`config.mk`:
```
export PLATFORM = sky130hd
export DESIGN_NAME = pipe_ctrl
export DESIGN_NICKNAME = d
export VERILOG_FILES = /design/src/rtl/pipe_ctrl_pkg.sv /design/src/rtl/pipe_ctrl_scoreboard.sv /design/src/rtl/pipe_ctrl.sv
export SDC_FILE = /design/constraint.sdc
export NUM_CORES = 1
export LEC_CHECK = 0
export CORE_ASPECT_RATIO = 0.9
export CORE_MARGIN = 3
export CORE_UTILIZATION = 53
export CTS_CLUSTER_SIZE = 28
export DETAILED_ROUTE_END_ITERATION = 8
export PLACE_DENSITY = 0.91
export SLEW_MARGIN = 20
export SYNTH_ARGS = -nofsm -noshare
export SYNTH_HDL_FRONTEND = slang
export SYNTH_HIERARCHICAL = 1
export SYNTH_SLANG_ARGS = --single-unit
```
`constraint.sdc`:
```
create_clock -name clk -period 10.05 [get_ports clk]
set_clock_uncertainty 0.05 [all_clocks]
set_input_delay 1.005 -clock clk [delete_from_list [all_inputs] [get_ports clk]]
set_output_delay 1.005 -clock clk [all_outputs]
set_load 0.005 [all_outputs]
```
`src/rtl/pipe_ctrl_pkg.sv`:
```
// pipe_ctrl_pkg: shared constants and types for the pipeline controller.
//   - default multiplier pipeline depth
//   - stage-bit indices into stall_o / flush_o
//   - FSM state encodings
//   - scoreboard slot type and a register-hit helper
package pipe_ctrl_pkg;

  // Multiplier pipeline depth in cycles (legal 2..8).
  localparam int MULT_PPL_STAGE_DEF = 3;

  // Bit positions in stall_o / flush_o, one per pipeline register.
  localparam int STG_PC     = 0;
  localparam int STG_IF_ID  = 1;
  localparam int STG_ID_EX  = 2;
  localparam int STG_EX_MEM = 3;
  localparam int STG_MEM_WB = 4;

  // Control patterns built from the stage indices.
  localparam logic [4:0] CTRL_NONE      = 5'b00000;
  localparam logic [4:0] STALL_HAZARD   = (5'd1 << STG_PC) | (5'd1 << STG_IF_ID);
  localparam logic [4:0] FLUSH_HAZARD   = (5'd1 << STG_ID_EX);
  localparam logic [4:0] FLUSH_BRANCH   = (5'd1 << STG_IF_ID) | (5'd1 << STG_ID_EX);
  localparam logic [4:0] FLUSH_REDIRECT = (5'd1 << STG_IF_ID);
  // The back half of the pipe is never held or flushed by this controller.
  localparam logic [4:0] BACK_HALF_MASK = (5'd1 << STG_EX_MEM) | (5'd1 << STG_MEM_WB);

  // FSM state encodings.
  localparam logic [0:0] ST_RUN      = 1'b0;
  localparam logic [0:0] ST_REDIRECT = 1'b1;

  // One in-flight multiply: destination register and a valid flag.
  typedef struct packed {
    logic       valid;
    logic [4:0] addr;
  } mult_slot_t;

  localparam mult_slot_t SLOT_EMPTY = '{valid: 1'b0, addr: 5'd0};

  // True when an enabled, non-x0 register address is marked in mask.
  function automatic logic reg_hit(input logic en, input logic [4:0] addr,
                                   input logic [31:0] mask);
    return en && (addr != 5'd0) && mask[addr];
  endfunction

endpackage

```
`src/rtl/pipe_ctrl_scoreboard.sv`:
```
// mult_scoreboard: tracks multiplies in flight through the multiplier.
//   clk, rst         clock, async active-low reset
//   issue, rd        EX issues a multiply to rd this cycle
//   busy             per-register pending bit over all slots (bit0 = 0)
//   busy_early       pending bits of slots 0..STAGES-2 (result not yet forwardable)
//   wb_valid/addr    last slot: multiply result retiring this cycle
module mult_scoreboard
  import pipe_ctrl_pkg::*;
#(
  parameter int STAGES = MULT_PPL_STAGE_DEF
) (
  input  logic        clk,
  input  logic        rst,
  input  logic        issue,
  input  logic [4:0]  rd,
  output logic [31:0] busy,
  output logic [31:0] busy_early,
  output logic        wb_valid,
  output logic [4:0]  wb_addr
);

  mult_slot_t  slot_r [STAGES];
  logic [31:0] busy_s;
  logic [31:0] early_s;

  // Shift register of in-flight multiplies; advances every cycle regardless of stalls.
  always_ff @(posedge clk or negedge rst) begin
    if (!rst) begin
      for (int i = 0; i < STAGES; i++) begin
        slot_r[i] <= SLOT_EMPTY;
      end
    end else begin
      // A multiply to x0 never produces a visible result, so it is not tracked.
      slot_r[0] <= '{valid: issue && (rd != 5'd0), addr: rd};
      for (int i = 1; i < STAGES; i++) begin
        slot_r[i] <= slot_r[i-1];
      end
    end
  end

  // Decode valid slots into per-register busy masks.
  always_comb begin
    busy_s  = 32'd0;
    early_s = 32'd0;
    for (int i = 0; i < STAGES; i++) begin
      busy_s  = busy_s | ({31'd0, slot_r[i].valid} << slot_r[i].addr);
      // The last slot is forwarded to ID, so it never causes a hazard.
      early_s = early_s | (((i < STAGES - 1) ? {31'd0, slot_r[i].valid} : 32'd0)
                           << slot_r[i].addr);
    end
  end

  assign busy       = busy_s & ~32'd1;
  assign busy_early = early_s & ~32'd1;
  assign wb_valid   = slot_r[STAGES-1].valid;
  assign wb_addr    = slot_r[STAGES-1].addr;

endmodule

```
`src/rtl/pipe_ctrl.sv`:
```
// pipe_ctrl: pipeline hazard / redirect controller.
//   clk, rst                        clock, async active-low reset
//   rs1/rs2_re_id_i, *_addr_id_i    ID source register reads
//   rd_we_id_i, rd_addr_id_i        ID destination
//   load_ex_i, rd_addr_ex_i         load in EX and its destination
//   mult_issue_ex_i, mult_rd_ex_i   multiply issued from EX
//   branch_taken_ex_i               taken branch/jump resolved in EX
//   stall_o / flush_o               hold / bubble enables {MEM_WB,EX_MEM,ID_EX,IF_ID,PC}
//   mult_busy_o                     pending-multiply scoreboard
//   mult_wb_valid_o/addr_o          multiply result retiring this cycle
//   stall_cycles_o                  count of cycles with the PC held
module pipe_ctrl
  import pipe_ctrl_pkg::*;
#(
  parameter int MULT_PPL_STAGE   = MULT_PPL_STAGE_DEF,
  parameter int REDIRECT_BUBBLES = 2
) (
  input  logic        clk,
  input  logic        rst,
  input  logic        rs1_re_id_i,
  input  logic        rs2_re_id_i,
  input  logic [4:0]  rs1_addr_id_i,
  input  logic [4:0]  rs2_addr_id_i,
  input  logic        rd_we_id_i,
  input  logic [4:0]  rd_addr_id_i,
  input  logic        load_ex_i,
  input  logic [4:0]  rd_addr_ex_i,
  input  logic        mult_issue_ex_i,
  input  logic [4:0]  mult_rd_ex_i,
  input  logic        branch_taken_ex_i,
  output logic [4:0]  stall_o,
  output logic [4:0]  flush_o,
  output logic [31:0] mult_busy_o,
  output logic        mult_wb_valid_o,
  output logic [4:0]  mult_wb_addr_o,
  output logic [31:0] stall_cycles_o
);

  // Bubble counter reload; with a single bubble the branch cycle alone covers it.
  localparam logic [7:0] BUBBLE_RELOAD = 8'(REDIRECT_BUBBLES - 1);
  localparam logic [0:0] BRANCH_NEXT   = (REDIRECT_BUBBLES > 1) ? ST_REDIRECT : ST_RUN;

  logic [0:0]  state_r;
  logic [7:0]  bubble_cnt_r;
  logic [31:0] stall_cycles_r;
  logic [31:0] busy_early_s;
  logic        mult_hazard_s;
  logic        load_hazard_s;
  logic [4:0]  stall_s;
  logic [4:0]  flush_s;

  mult_scoreboard #(.STAGES(MULT_PPL_STAGE)) u_scoreboard (
    .clk        (clk),
    .rst        (rst),
    .issue      (mult_issue_ex_i),
    .rd         (mult_rd_ex_i),
    .busy       (mult_busy_o),
    .busy_early (busy_early_s),
    .wb_valid   (mult_wb_valid_o),
    .wb_addr    (mult_wb_addr_o)
  );

  // Hazard detection: pending multiplies block any register use; loads block reads only.
  always_comb begin
    mult_hazard_s = reg_hit(rs1_re_id_i, rs1_addr_id_i, busy_early_s)
                  | reg_hit(rs2_re_id_i, rs2_addr_id_i, busy_early_s)
                  | reg_hit(rd_we_id_i,  rd_addr_id_i,  busy_early_s);
    load_hazard_s = load_ex_i && (rd_addr_ex_i != 5'd0) &&
                    ((rs1_re_id_i && (rs1_addr_id_i == rd_addr_ex_i)) ||
                     (rs2_re_id_i && (rs2_addr_id_i == rd_addr_ex_i)));
  end

  // Stall/flush priority: reset, branch, redirect shadow, hazard, idle.
  always_comb begin
    stall_s = CTRL_NONE;
    flush_s = CTRL_NONE;
    if (!rst) begin
      stall_s = CTRL_NONE;
      flush_s = CTRL_NONE;
    end else if (branch_taken_ex_i) begin
      flush_s = FLUSH_BRANCH;
    end else if (state_r == ST_REDIRECT) begin
      flush_s = FLUSH_REDIRECT;
    end else if (mult_hazard_s || load_hazard_s) begin
      stall_s = STALL_HAZARD;
      flush_s = FLUSH_HAZARD;
    end else begin
      stall_s = CTRL_NONE;
      flush_s = CTRL_NONE;
    end
  end

  assign stall_o = stall_s & ~BACK_HALF_MASK;
  assign flush_o = flush_s & ~BACK_HALF_MASK;

  // Redirect FSM: a taken branch (re)loads the bubble counter; leave when it runs out.
  always_ff @(posedge clk or negedge rst) begin
    if (!rst) begin
      state_r      <= ST_RUN;
      bubble_cnt_r <= 8'd0;
    end else if (branch_taken_ex_i) begin
      state_r      <= BRANCH_NEXT;
      bubble_cnt_r <= BUBBLE_RELOAD;
    end else if (state_r == ST_REDIRECT) begin
      if (bubble_cnt_r <= 8'd1) begin
        state_r      <= ST_RUN;
        bubble_cnt_r <= 8'd0;
      end else begin
        bubble_cnt_r <= bubble_cnt_r - 8'd1;
      end
    end else begin
      state_r      <= ST_RUN;
      bubble_cnt_r <= 8'd0;
    end
  end

  // Stalled-cycle counter; wraps naturally at 32 bits.
  always_ff @(posedge clk or negedge rst) begin
    if (!rst) begin
      stall_cycles_r <= 32'd0;
    end else begin
      stall_cycles_r <= stall_cycles_r + {31'd0, stall_s[STG_PC]};
    end
  end

  assign stall_cycles_o = stall_cycles_r;

endmodule
```
==> results.md <==
- Status: finished clean
- Vias in the first global route: 3838
- Clock sinks: 59
- CTS hold repair buffers: 0
- Maximum operating frequency: 208 MHz
- Clock group share of total power: 35.6%
- Setup crit start kind: input pin
- Grt total ovfl: 0
- Core Box Area: 0.00766 sq mm
- CTS tree: done
- EDFF count, synth: 0
- Minimum clock period: 4810 ps
- Die area: 0.00908 sq mm
- Area Overhead vs Synth: 30.0%
- Final setup viols: 0
- Critical path data arrival time: 3760 ps
- GRT met3 Usage: 7.49%
- # diodes: 0
- PortBufs: 105
- CTS resizes: 0
- Post-Route WL: 12100 um
- Leakage: 2.13 nW
- Detailed-route DRC error count: 0
- Avg Cell Area, Syn: 10.4 sq um
- CTS Buffer Depth: 2
- CP Data Required Time: 9000 ps
- Critical path class: in -> out
- Initial antenna violation count: 0
- Setup TNS: 0 ps
- FP Rows: 30
- Unrepaired setup endpoints after global routing: no
- Busiest grt layer: met2
- Sw Ratio: 29.0%
- Maximum number of pins on one net before global-route repair: 63
- Bufs and invs on worst path: 2
- All-Layer GR Usage: 26.6%
- Top delay family on crit path: buffers and inverters
- DP Cell Count: 587
- Initial core utilization: 55.1%
- Flop pwr share: 39.4%
- Combinational Power Share: 25.0%
- Worst-margin pin slew: 729 ps
- Top cell by count, worst path: clkdlybuf4s50_1
- Cell Int Power: 0.000531 W
- Root buffer cell: clkbuf_8
- Post-DP HPWL: 8960 um
- Post-synth top area share: 35.0%
- Worst slack, placed: 5020 ps
- Period utilization: 47.9%
- Final slew viol count: 0
- Critical path cell sequence: clkdlybuf4s50_1, mux4_1, mux4_2, nand2b_4, o2111ai_2, a21oi_1, clkdlybuf4s50_1
- Number of library cell types mapped by synthesis: 54
- Die Wd: 100 um
- Yosys warning total: 6
- Pwr Density: 136 mW/mm^2
- Die Y: 90.7 um
- Max_slew headroom: 51.4%
- GPL Wtd Cong: 1.03
- Buffer count from post-CTS setup fixing: 0
- Syn Inst Count: 408
- Worst hold-check path type: reg -> reg
- Share of layout cells above drive strength 1: 10.1%
- DR WL/cell: 20.0 um
- Synth area leaders: dfrtp_1, mux4_2, xnor2_1, o21bai_1, o22ai_1
- P_sw: 0.000217 W
- GR Util met1: 34.2%
- Drt pass-1 iters: 5
- PnR worst setup slack: 5240 ps
- Synthesized area: 0.00422 sq mm
- Primary FF master, synth: dfrtp_1
- Asr flop ratio synth: 100%
- Hold Violations, Final: 0
- Number of synthesized register bits: 59
- Nets@finish: 539
- Vias per cell: 6.30
- Cts bufs inserted: 9
- Largest area contributor in the netlist: dfrtp_1
- Endpoint type of the worst setup path: output pin
- Drt initial violations: 318
- CP max FO: 10
- Peak VDD IR: 0.101 mV
- Critical-path top delay cell: clkdlybuf4s50_1
- Cell Count, Final, Fillers Out: 603
- H-tree level count: 3
- Top Ports: 113
- Via Count: 3800
- Seq/Total Area, Yosys: 35.0%
- Met2 GRT Util: 41.8%
- Max-cap violations: 0
- Crit path largest cell delay: 760 ps
- Clock latency at the later pin of the worst-skew pair: 340 ps
- Routed Antenna Nets: 0
- Clock transition at path regs: 70 ps
- First-pass GRT wire length: 19200 um
- WHS: 392 ps
==> through the flow <==
step | instance area [sq um] | util [%] | power (W)
final | 5490 | 71.7 | 0.000748
after detailed placement | 5240 | 68.4 | 0.000483
after global routing | 5490 | 71.7 | 0.000786
after global placement | 5240 | 68.4 | 0.000474
after CTS | 5490 | 71.7 | 0.000751
after floorplan | 4250 | - | 0.000415
==> power groups by stage <==
stage                     Clock (W)  Sequential, W  Combinational [W]
after CTS                  0.000270       0.000294           0.000187
after global placement            0       0.000295           0.000179
after floorplan                   0       0.000290           0.000125
final                      0.000266       0.000295           0.000187
after detailed placement          0       0.000297           0.000186
after global routing       0.000281       0.000299           0.000206
==> registers in the layout (all words and copies together) (netlist names) <==
signal                 cells
state_r                    1
u_scoreboard/wb_addr       5
stall_cycles_o            32
u_scoreboard/slot_r       12
u_scoreboard/wb_valid      1
bubble_cnt_r               8
==> final timing paths <==
| check | slack [ps] | startpoint | cells past startpoint | to |
|---|---|---|---|---|
| min reg2reg | 390 | u_scoreboard/slot_r[9]$_DFF_PN0_ | 0 | u_scoreboard/wb_addr[3]$_DFF_PN0_ |
| min | 390 | u_scoreboard/slot_r[9]$_DFF_PN0_ | 0 | u_scoreboard/wb_addr[3]$_DFF_PN0_ |
| max reg2reg | 5460 | u_scoreboard/slot_r[7]$_DFF_PN0_ | 16 | stall_cycles_o[30]$_DFF_PN0_ |
| max in group asynchronous | 8700 | rst | 2 | stall_cycles_o[14]$_DFF_PN0_ |
| min in group asynchronous | 750 | rst | 2 | stall_cycles_o[25]$_DFF_PN0_ |
| max | 5240 | rs2_addr_id_i[1] | 7 | stall_o[0] |
==> logic make-up (layout without fill, tap and decap cells) <==
| family | after synthesis | after routing | share of synthesized area (%) |
|---|---|---|---|
| multiplexers | 32 | 32 | 14.6 |
| XOR/XNOR | 46 | 46 | 9.54 |
| AND/OR/NAND/NOR | 150 | 150 | 20.9 |
| adder cells (fa/ha/maj) | 4 | 4 | 1.19 |
| AO/OA/AOI/OAI | 77 | 77 | 13.6 |
| flip-flops | 59 | 59 | 35.0 |
| other | 2 | 8 | 0.178 |
| buffers and inverters | 38 | 131 | 5.07 |
==> cell usage after synthesis, drive strengths merged, types with 2 or more instances <==
cell and instances:
a21oi 4, and3 7, buf 22, clkbuf 7, conb 2, dfrtp 59, ha 4, inv 9
mux2 2, mux2i 8, mux4 22, nand2 26, nand2b 12, nand3 19, nand3b 10, nand4 10
nand4b 5, nand4bb 5, nor2 28, nor2b 2, nor3 5, nor4b 2, o2111ai 3, o211ai 2
o21a 2, o21ai 2, o21bai 28, o22ai 32, or2 4, or3b 2, or4 4, or4b 3
xnor2 35, xor2 11
==> cell usage in the layout (no fill, tap or decap), types with 6 or more instances in the layout <==
master,netlist,layout
dfrtp_1,59,59
inv_1,9,9
nand4_1,10,10
xnor2_1,35,35
xor2_1,11,11
nand3b_1,10,10
conb_1,2,8
mux2i_1,8,8
nand3_1,19,19
o21bai_1,28,28
clkdlybuf4s50_1,0,104
mux4_2,17,17
nand2b_1,11,11
nor2_1,27,27
o22ai_2,6,6
o22ai_1,26,26
clkbuf_8,0,10
nand2_1,26,26
and3_1,7,7
==> worst register-to-register path: stages (launching register included) <==
cell and delay [ps]:
dfrtp_1 470, nand4bb_1 330, o22ai_1 530, mux4_2 370
mux2i_1 80, o2111ai_1 220, nand4_1 190, and4_1 210
a21oi_1 280, ha_1 290, ha_1 260, nand4_1 170
or3_1 410, nor2_1 220, nand2_1 120, nor2_1 150
xor2_1 170
==> routing by layer <==
metal  routed length (um)  part of all wire [%]
met2                 5380                    45
met1                 4730                    39
met5                    0                     0
met4                  480                   4.0
met3                 1470                    12
==> area by class of cell <==
cell class,instances,area (sq um)
repair buffers,106,1050
inverters,9,33.8
clock buffers,10,138
well taps,96,120
flip-flops and latches,59,1480
clock inverters,6,111
fillers,553,2170
multi-input cells,317,2550
Note: power is estimated with default switching activity, not from simulation.
